**config.mk**
```make
export PLATFORM = sky130hd
export DESIGN_NAME = alu_unit
export DESIGN_NICKNAME = d
export VERILOG_FILES = /design/src/rtl/alu_unit.sv
export SDC_FILE = /design/constraint.sdc
export NUM_CORES = 2
export LEC_CHECK = 0
export BUFFER_PORTS_ARGS = -buffer_cell sky130_fd_sc_hd__buf_2
export CAP_MARGIN = 20
export CORE_MARGIN = 10
export CORE_UTILIZATION = 65
export DETAILED_ROUTE_END_ITERATION = 10
export PLACE_DENSITY_LB_ADDON = 0.3
export SETUP_SLACK_MARGIN = 0.2
export SLEW_MARGIN = 10
export SYNTH_ARGS = -nofsm -noshare
export SYNTH_HDL_FRONTEND = slang
export SYNTH_SLANG_ARGS = --single-unit
```
**constraint.sdc**
```tcl
create_clock -name clk -period 104 [get_ports clk]
set_input_delay 15.6 -clock clk [delete_from_list [all_inputs] [get_ports clk]]
set_output_delay 15.6 -clock clk [all_outputs]
set_load 0.01 [all_outputs]
```
**src/rtl/alu_unit.sv**
```systemverilog
// ---------------------------------------------------------------------------
// alu_unit
//
// Registered integer ALU for the simple CPU datapath. It sits between the
// register-file read ports and the writeback / memory-address / branch logic.
// One operation is computed per cycle from two DATAWIDTH operands and a 4-bit
// opcode. All outputs are flops, so results appear exactly one cycle after
// their operands and opcode are sampled.
//
// Handshake: none. No valid/ready pair exists. A new operation is accepted
// on every rising edge of clk, and its result is valid on the outputs for the
// whole following cycle.
//
// Ports:
//   clk        in   1          rising-edge clock
//   rst        in   1          synchronous active-high reset
//   a_i        in   DATAWIDTH  operand A
//   b_i        in   DATAWIDTH  operand B
//   opcode_i   in   4          operation select
//   out_o      out  DATAWIDTH  registered result
//   cond_o     out  1          registered branch condition (BEQ/BGT/BGE)
//   zero_o     out  1          registered: result equals 0
//   div_zero_o out  1          registered: DIV issued with b_i == 0
// ---------------------------------------------------------------------------
module alu_unit #(
  parameter int DATAWIDTH = 32
) (
  input  logic                 clk,
  input  logic                 rst,
  input  logic [DATAWIDTH-1:0] a_i,
  input  logic [DATAWIDTH-1:0] b_i,
  input  logic [3:0]           opcode_i,
  output logic [DATAWIDTH-1:0] out_o,
  output logic                 cond_o,
  output logic                 zero_o,
  output logic                 div_zero_o
);

  typedef enum logic [3:0] {
    OP_ADD   = 4'd0,
    OP_SUB   = 4'd1,
    OP_MUL   = 4'd2,
    OP_DIV   = 4'd3,
    OP_AND   = 4'd4,
    OP_OR    = 4'd5,
    OP_XOR   = 4'd6,
    OP_LW    = 4'd7,
    OP_SW    = 4'd8,
    OP_JMP   = 4'd9,
    OP_BEQ   = 4'd10,
    OP_BGT   = 4'd11,
    OP_BGE   = 4'd12,
    OP_LI    = 4'd13,
    OP_RSV14 = 4'd14,
    OP_RSV15 = 4'd15
  } op_e;

  logic [DATAWIDTH-1:0] w_result;
  logic                 w_cond;
  logic                 w_div_zero;
  logic                 w_zero;
  logic [DATAWIDTH-1:0] w_sum;
  logic                 w_eq;
  logic                 w_sgt;

  logic [DATAWIDTH-1:0] r_out;
  logic                 r_cond;
  logic                 r_zero;
  logic                 r_div_zero;

  // The address-forming and branch ops all share one adder.
  assign w_sum = a_i + b_i;

  // Branch conditions compare the operands as two's-complement values.
  assign w_eq  = (a_i == b_i);
  assign w_sgt = ($signed(a_i) > $signed(b_i));

  // Combinational decode. The defaults cover the reserved opcodes and any
  // unknown opcode value, so an undriven opcode cannot leave stale state
  // behind: the next valid opcode produces a correct result.
  always_comb begin
    w_result   = '0;
    w_cond     = 1'b0;
    w_div_zero = 1'b0;
    case (opcode_i)
      OP_ADD: w_result = w_sum;
      OP_SUB: w_result = a_i - b_i;
      OP_MUL: w_result = a_i * b_i;            // low DATAWIDTH bits only
      OP_DIV: begin
        // Divide by zero saturates to all ones and raises the flag.
        if (b_i == '0) begin
          w_result   = '1;
          w_div_zero = 1'b1;
        end else begin
          w_result = a_i / b_i;
        end
      end
      OP_AND: w_result = a_i & b_i;
      OP_OR:  w_result = a_i | b_i;
      OP_XOR: w_result = a_i ^ b_i;
      OP_LW, OP_SW, OP_JMP, OP_LI: w_result = w_sum;
      OP_BEQ: begin
        w_result = w_sum;
        w_cond   = w_eq;
      end
      OP_BGT: begin
        w_result = w_sum;
        w_cond   = w_sgt;
      end
      OP_BGE: begin
        w_result = w_sum;
        w_cond   = w_sgt | w_eq;
      end
      default: begin
        w_result   = '0;
        w_cond     = 1'b0;
        w_div_zero = 1'b0;
      end
    endcase
  end

  // Zero flag tracks the value about to be registered, reserved ops included.
  assign w_zero = (w_result == '0);

  // Output registers. Reset wins over whatever operation is being sampled.
  always_ff @(posedge clk) begin
    if (rst) begin
      r_out      <= '0;
      r_cond     <= 1'b0;
      r_zero     <= 1'b0;
      r_div_zero <= 1'b0;
    end else begin
      r_out      <= w_result;
      r_cond     <= w_cond;
      r_zero     <= w_zero;
      r_div_zero <= w_div_zero;
    end
  end

  assign out_o      = r_out;
  assign cond_o     = r_cond;
  assign zero_o     = r_zero;
  assign div_zero_o = r_div_zero;

endmodule

```
After elaboration in Yosys (flattened, before gate mapping)
Cells that the tools add are included.

word-level totals
  bits in registers = 35
  output and inout port bits = 35
  word-level logic and storage cells = 37
  bits of input ports = 70

cells by class
  mux-type cells = 4
  equality and inequality tests = 14
  bitwise logic cells = 5
  reduce and logical (&&, ||, !) cells = 5
  divide/modulo/power cells = 1
  multiply operators = 1
  $add $sub $neg = 2
  order comparisons = 1

operator list
  kind                number
  $pmux 32 s7         1
  $logic_not 32->1    2
  $add 32x32->32      1
  $and 32x32->32      1
  $div 32x32->32      1
  $eq 32x32->1        1
  $gt 32x32->1        1
  $mul 32x32->32      1
  $mux 32             1
  $or 32x32->32       1
  $sub 32x32->32      1
  $xor 32x32->32      1
  $eq 4x4->1 const B  6
  $eq 4x3->1 const B  4
  $eq 4x2->1 const B  2
  $reduce_or 8->1     1
  $eq 4x1->1 const B  1
  $logic_not 4->1     1
  $pmux 1 s3          1
  $reduce_or 2->1     1
  $mux 1              1
  $not 1->1           1
  $or 1x1->1          1

Longest topological paths before layout
  depth after elaboration = 4
  depth in mapped cells = 342
  gate-level depth less buffers = 306

Worst setup path before layout
No wires, ideal clock.

  path type = in2reg
  start = input port b_i[0]
  end = register r_zero, in the netlist zero_o
  data required time = 103939 ps
  setup time = 61 ps
  buffers on the path = 54
  path slack = 21132 ps
  cell stages on the path = 311
  arrival = 82807 ps
  path through = clkbuf_1 -> inv_1 -> buf_1 -> ha_1 -> a21oi_1 -> ha_1 -> o21a_1 -> or3_1 -> o21ai_0 -> ha_1 -> a21oi_1 -> nand2_1 -> nand4_1 -> mux2_2 -> ha_1 -> or3_1 -> o22ai_1 -> a21oi_1 -> [275 not listed] -> a41oi_1 -> a21oi_1 -> nor2_1 -> a221oi_1 -> ha_1 -> a21o_1 -> a21oi_1 -> nor2b_1 -> o211ai_1 -> a31oi_1 -> a211oi_1 -> a21oi_1 -> nor3b_1 -> nand4_1 -> nor4_1 -> nand4_1 -> and4b_1 -> and4_1

on the way
  longest elaborated chain between the ends = 4
  elaborated cells between the ends (all ways) = 11
  those cells by class = add/sub (2); mul (1); div (1); mux (2); bitwise (3); reduce/logical (2)

RTL lines
  item                                                line    text
  start, declared                                     31      input logic [DATAWIDTH-1:0] b_i,
  $div 32x32->32 or $logic_not 32->1 (tied branches)  95, 91
  $mux 32                                             91      if (b_i == '0) begin
  $pmux 32 s7 *                                       85      case (opcode_i)
  $logic_not 32->1 *                                  123     assign w_zero = (w_result == '0);
  end signal, assigned                                135     r_zero <= w_zero;
  end, declared                                       68      logic r_zero;

Every way passes the cells marked *; elsewhere a longest branch is shown, timed or not.
A chain may end at the register's enable or synchronous reset.

Worst setup path after layout
  start = input port b_i[9]
  end = register r_zero, in the netlist zero_o

Same word-level chain as after synthesis.

==> results.toml <==
[outcome]
outcome = "finished, final reports clean"

[worst_setup_path]
cp.required_ns = 104.24
crit_top_cell = "ha_1"
critical_path_peak_fanout = 38
worstPathArrival_ns = 100.25
critical_path_class = "input port to register"
cp-startpoint = "b_i[9]"
critPathLaunchType = "input port"
slowest_delay_ns = 0.85
crit_path_top_delay_cell = "a211oi_1"
cp-end-kind = "register"

[clock_tree]
clk_path_buf_depth = 2
clockRootBuffer = "clkbuf_16"
numClockSinks = 35
cts_tree = "done"
cts_buffers = 5
path_clk_slew_ns = 0.08
h-tree-depth = 2

[sta]
fin_crit_ns = 100.01
hold_viol_final = 0
tns_ns = 0
maxSlewViolCount = 0
max_slew_margin = 0.1966
whs_ns = 15.76
fmax_ghz = 0.009999
period_share = 0.9616
tightest_slew_ns = 1.194
finalSetupViolCount = 0
rsz0062_at_grt = "false"

[synthesis]
synth_top_family_by_area = "adder cells"
netlist_top_cells_area = "ha_1 (18%), fa_1 (16%), nand2_1 (6.6%)"
synth-compound-area-share = 0.2603
synth_cell_type_count = 115
synthCells = 7099
synth_common_cells = "nand2_1 (898), ha_1 (750), nor2_1 (694)"
synth-simple-area-share = 0.2151
synth.mux.area_fraction = 0.01958
ys_seq_area_frac = 0.01369
syn_nets = 8329
synth_edf_count = 0
yosys_warnings = 0
avgSynthCellArea_sq_um = 7.211
yosysTopAreaCell = "ha_1"
ys_ff_latch = 35
synth_top_area_share = 0.1833
synth_fa_ha_area_frac = 0.3437
syn-cell-area_sq_um = 51190
synth_xor_area_frac = 0.07254
synth.most_common_cell = "nand2_1"
ys.flop_type = "dfxtp_1"
ys_async_sr_fraction = 0

[drt]
vias_per_cell = 7.215
vias = 58155
drtIter0Drc = 8535
routed_wl_um = 227700
drc = 0
wl_per_cell_um = 28.25
dr.pass1.iters = 8
postRouteAntennaNets = 0

[placement]
routabilityCongestion = 1.143
portBuffers = 104
hpwl_um = 175500

[grt]
grt_pass1_vias = 55027
groute.usage.overall = 0.4793
grt_pass1_wl_um = 334000
grt_antenna_before_repair = 21
overflow = 0
grt_max_degree = 54

[final_layout]
fillers = 6606
synthToLayoutAreaGrowth_pct = 3.434
drive_above_1_share = 0.06650
fin_nets = 8237

[flow_run]
max_cap_violations = 0

[floorplanning]
die-area_sq_um = 90380
rows = 102
core-area_sq_um = 77720
die_y_um = 300.6
chipWidth_um = 300.6
ios = 105
start_util = 0.6586

[worst_hold_path]
min_from = "opcode_i[3]"
hp-class = "input port to register"

[power_and_ir_drop]
finalPower_mw = 1.774
vdd.ir_drop.worst_mv = 0.1605
powerDensity_nw_per_um2 = 33.51
p_leak_nw = 25.44
-- final timing paths --
kind	end	depth (start not counted)
max	zero_o	286
min	cond_o	3
-- state kept, by name (all words and copies together) (netlist names) --
name,count
cond_o,1
div_zero_o,1
out_o,32
zero_o,1
-- worst max-delay path, delay by kind of cell --
kind	cells	cell delay (ns)
buf+inv	19	4.09
simple gates	80	21.75
fa+ha+maj	31	9.97
mux	5	2.03
compound gates	151	46.57
-- routing by layer --
layer	global-route usage	routed length (um)	vias to the layer above
met4	0.3449	21660	22
met1	0.5863	78910	26781
met5	0.01298	278	-
met2	0.6748	87400	5044
met3	0.1891	39460	1514
li1	-	-	24794
-- final cells by class --
| cell class | instances | area, sq um | share of cell area |
|---|---|---|---|
| flip-flops and latches | 35 | 700.7 | 0.01323 |
| diodes | 12 | 30.03 | 0.0005671 |
| clock buffers | 5 | 125.1 | 0.002363 |
| multi-input cells | 6059 | 46760 | 0.8831 |
| clock inverters | 3 | 46.29 | 0.0008743 |
| repair buffers | 217 | 1401 | 0.02647 |
| inverters | 689 | 2586 | 0.04884 |
| well taps | 1040 | 1301 | 0.02458 |
-- cells by family (layout without fill, tap and decap cells) --
kind of cell,Yosys count,count (layout)
buffers and inverters,1005,914
xor gates and xnor gates,424,424
DFF,35,35
adders and majority gates,1160,1160
AOI/OAI and AO/OA,1965,1965
and+or+nand+nor,2418,2418
other,0,12
muxes,92,92
-- report_power, final --
part | switching [mW] | internal [mW]
combinational | 1.10 | 0.636
clock | 0.00744 | 0.0114
sequential | 0.00128 | 0.0173
-- metrics by stage --
| stage | std cells | utilization | setup slack, ns | instance area (sq um) |
|---|---|---|---|---|
| 2_1_floorplan | 7099 | - | 21.13 | 51190 |
| 3_3_place_gp | 8032 | 0.6771 | 7.658 | 52630 |
| 3_5_place_dp | 8033 | 0.6772 | 5.854 | 52640 |
| 4_1_cts | 8041 | 0.6794 | 5.828 | 52810 |
| 5_1_grt | 8050 | 0.6809 | 0.3405 | 52920 |
| 6_report | 8060 | 0.6813 | 3.990 | 52950 |
-- layout by cell type, fill, tap and decap left out, types with 23 or more instances in the layout --
cell	n
nand2_1	897
ha_1	750
nor2_1	693
inv_1	671
a21oi_1	467
fa_1	410
o21ai_0	331
xnor2_1	276
a21o_1	179
nor3_1	152
o21a_1	149
xor2_1	148
nand3_1	139
buf_4	106
buf_2	105
a211oi_1	100
a31oi_1	92
o211ai_1	88
nor2b_1	82
or3_1	69
nand4_1	61
mux2_2	57
and3_1	50
o21bai_1	50
nand2b_1	48
or2_2	48
o31ai_1	47
and2_1	41
nor4_1	40
dfxtp_1	35
mux2i_1	33
o31a_1	27
a221oi_1	27
a2111oi_0	25
a21boi_0	24
a31o_2	23
-- repair_timing --
| action | CTS | global route |
|---|---|---|
| endpoints found under the setup margin | 0 | 2 |
| gates resized for setup | 0 | 6 |
| setup buffers | 0 | 0 |
| hold buffers | 0 | 0 |
| hold endpoints to repair | 0 | 0 |
(Power assumes the default switching activity.)
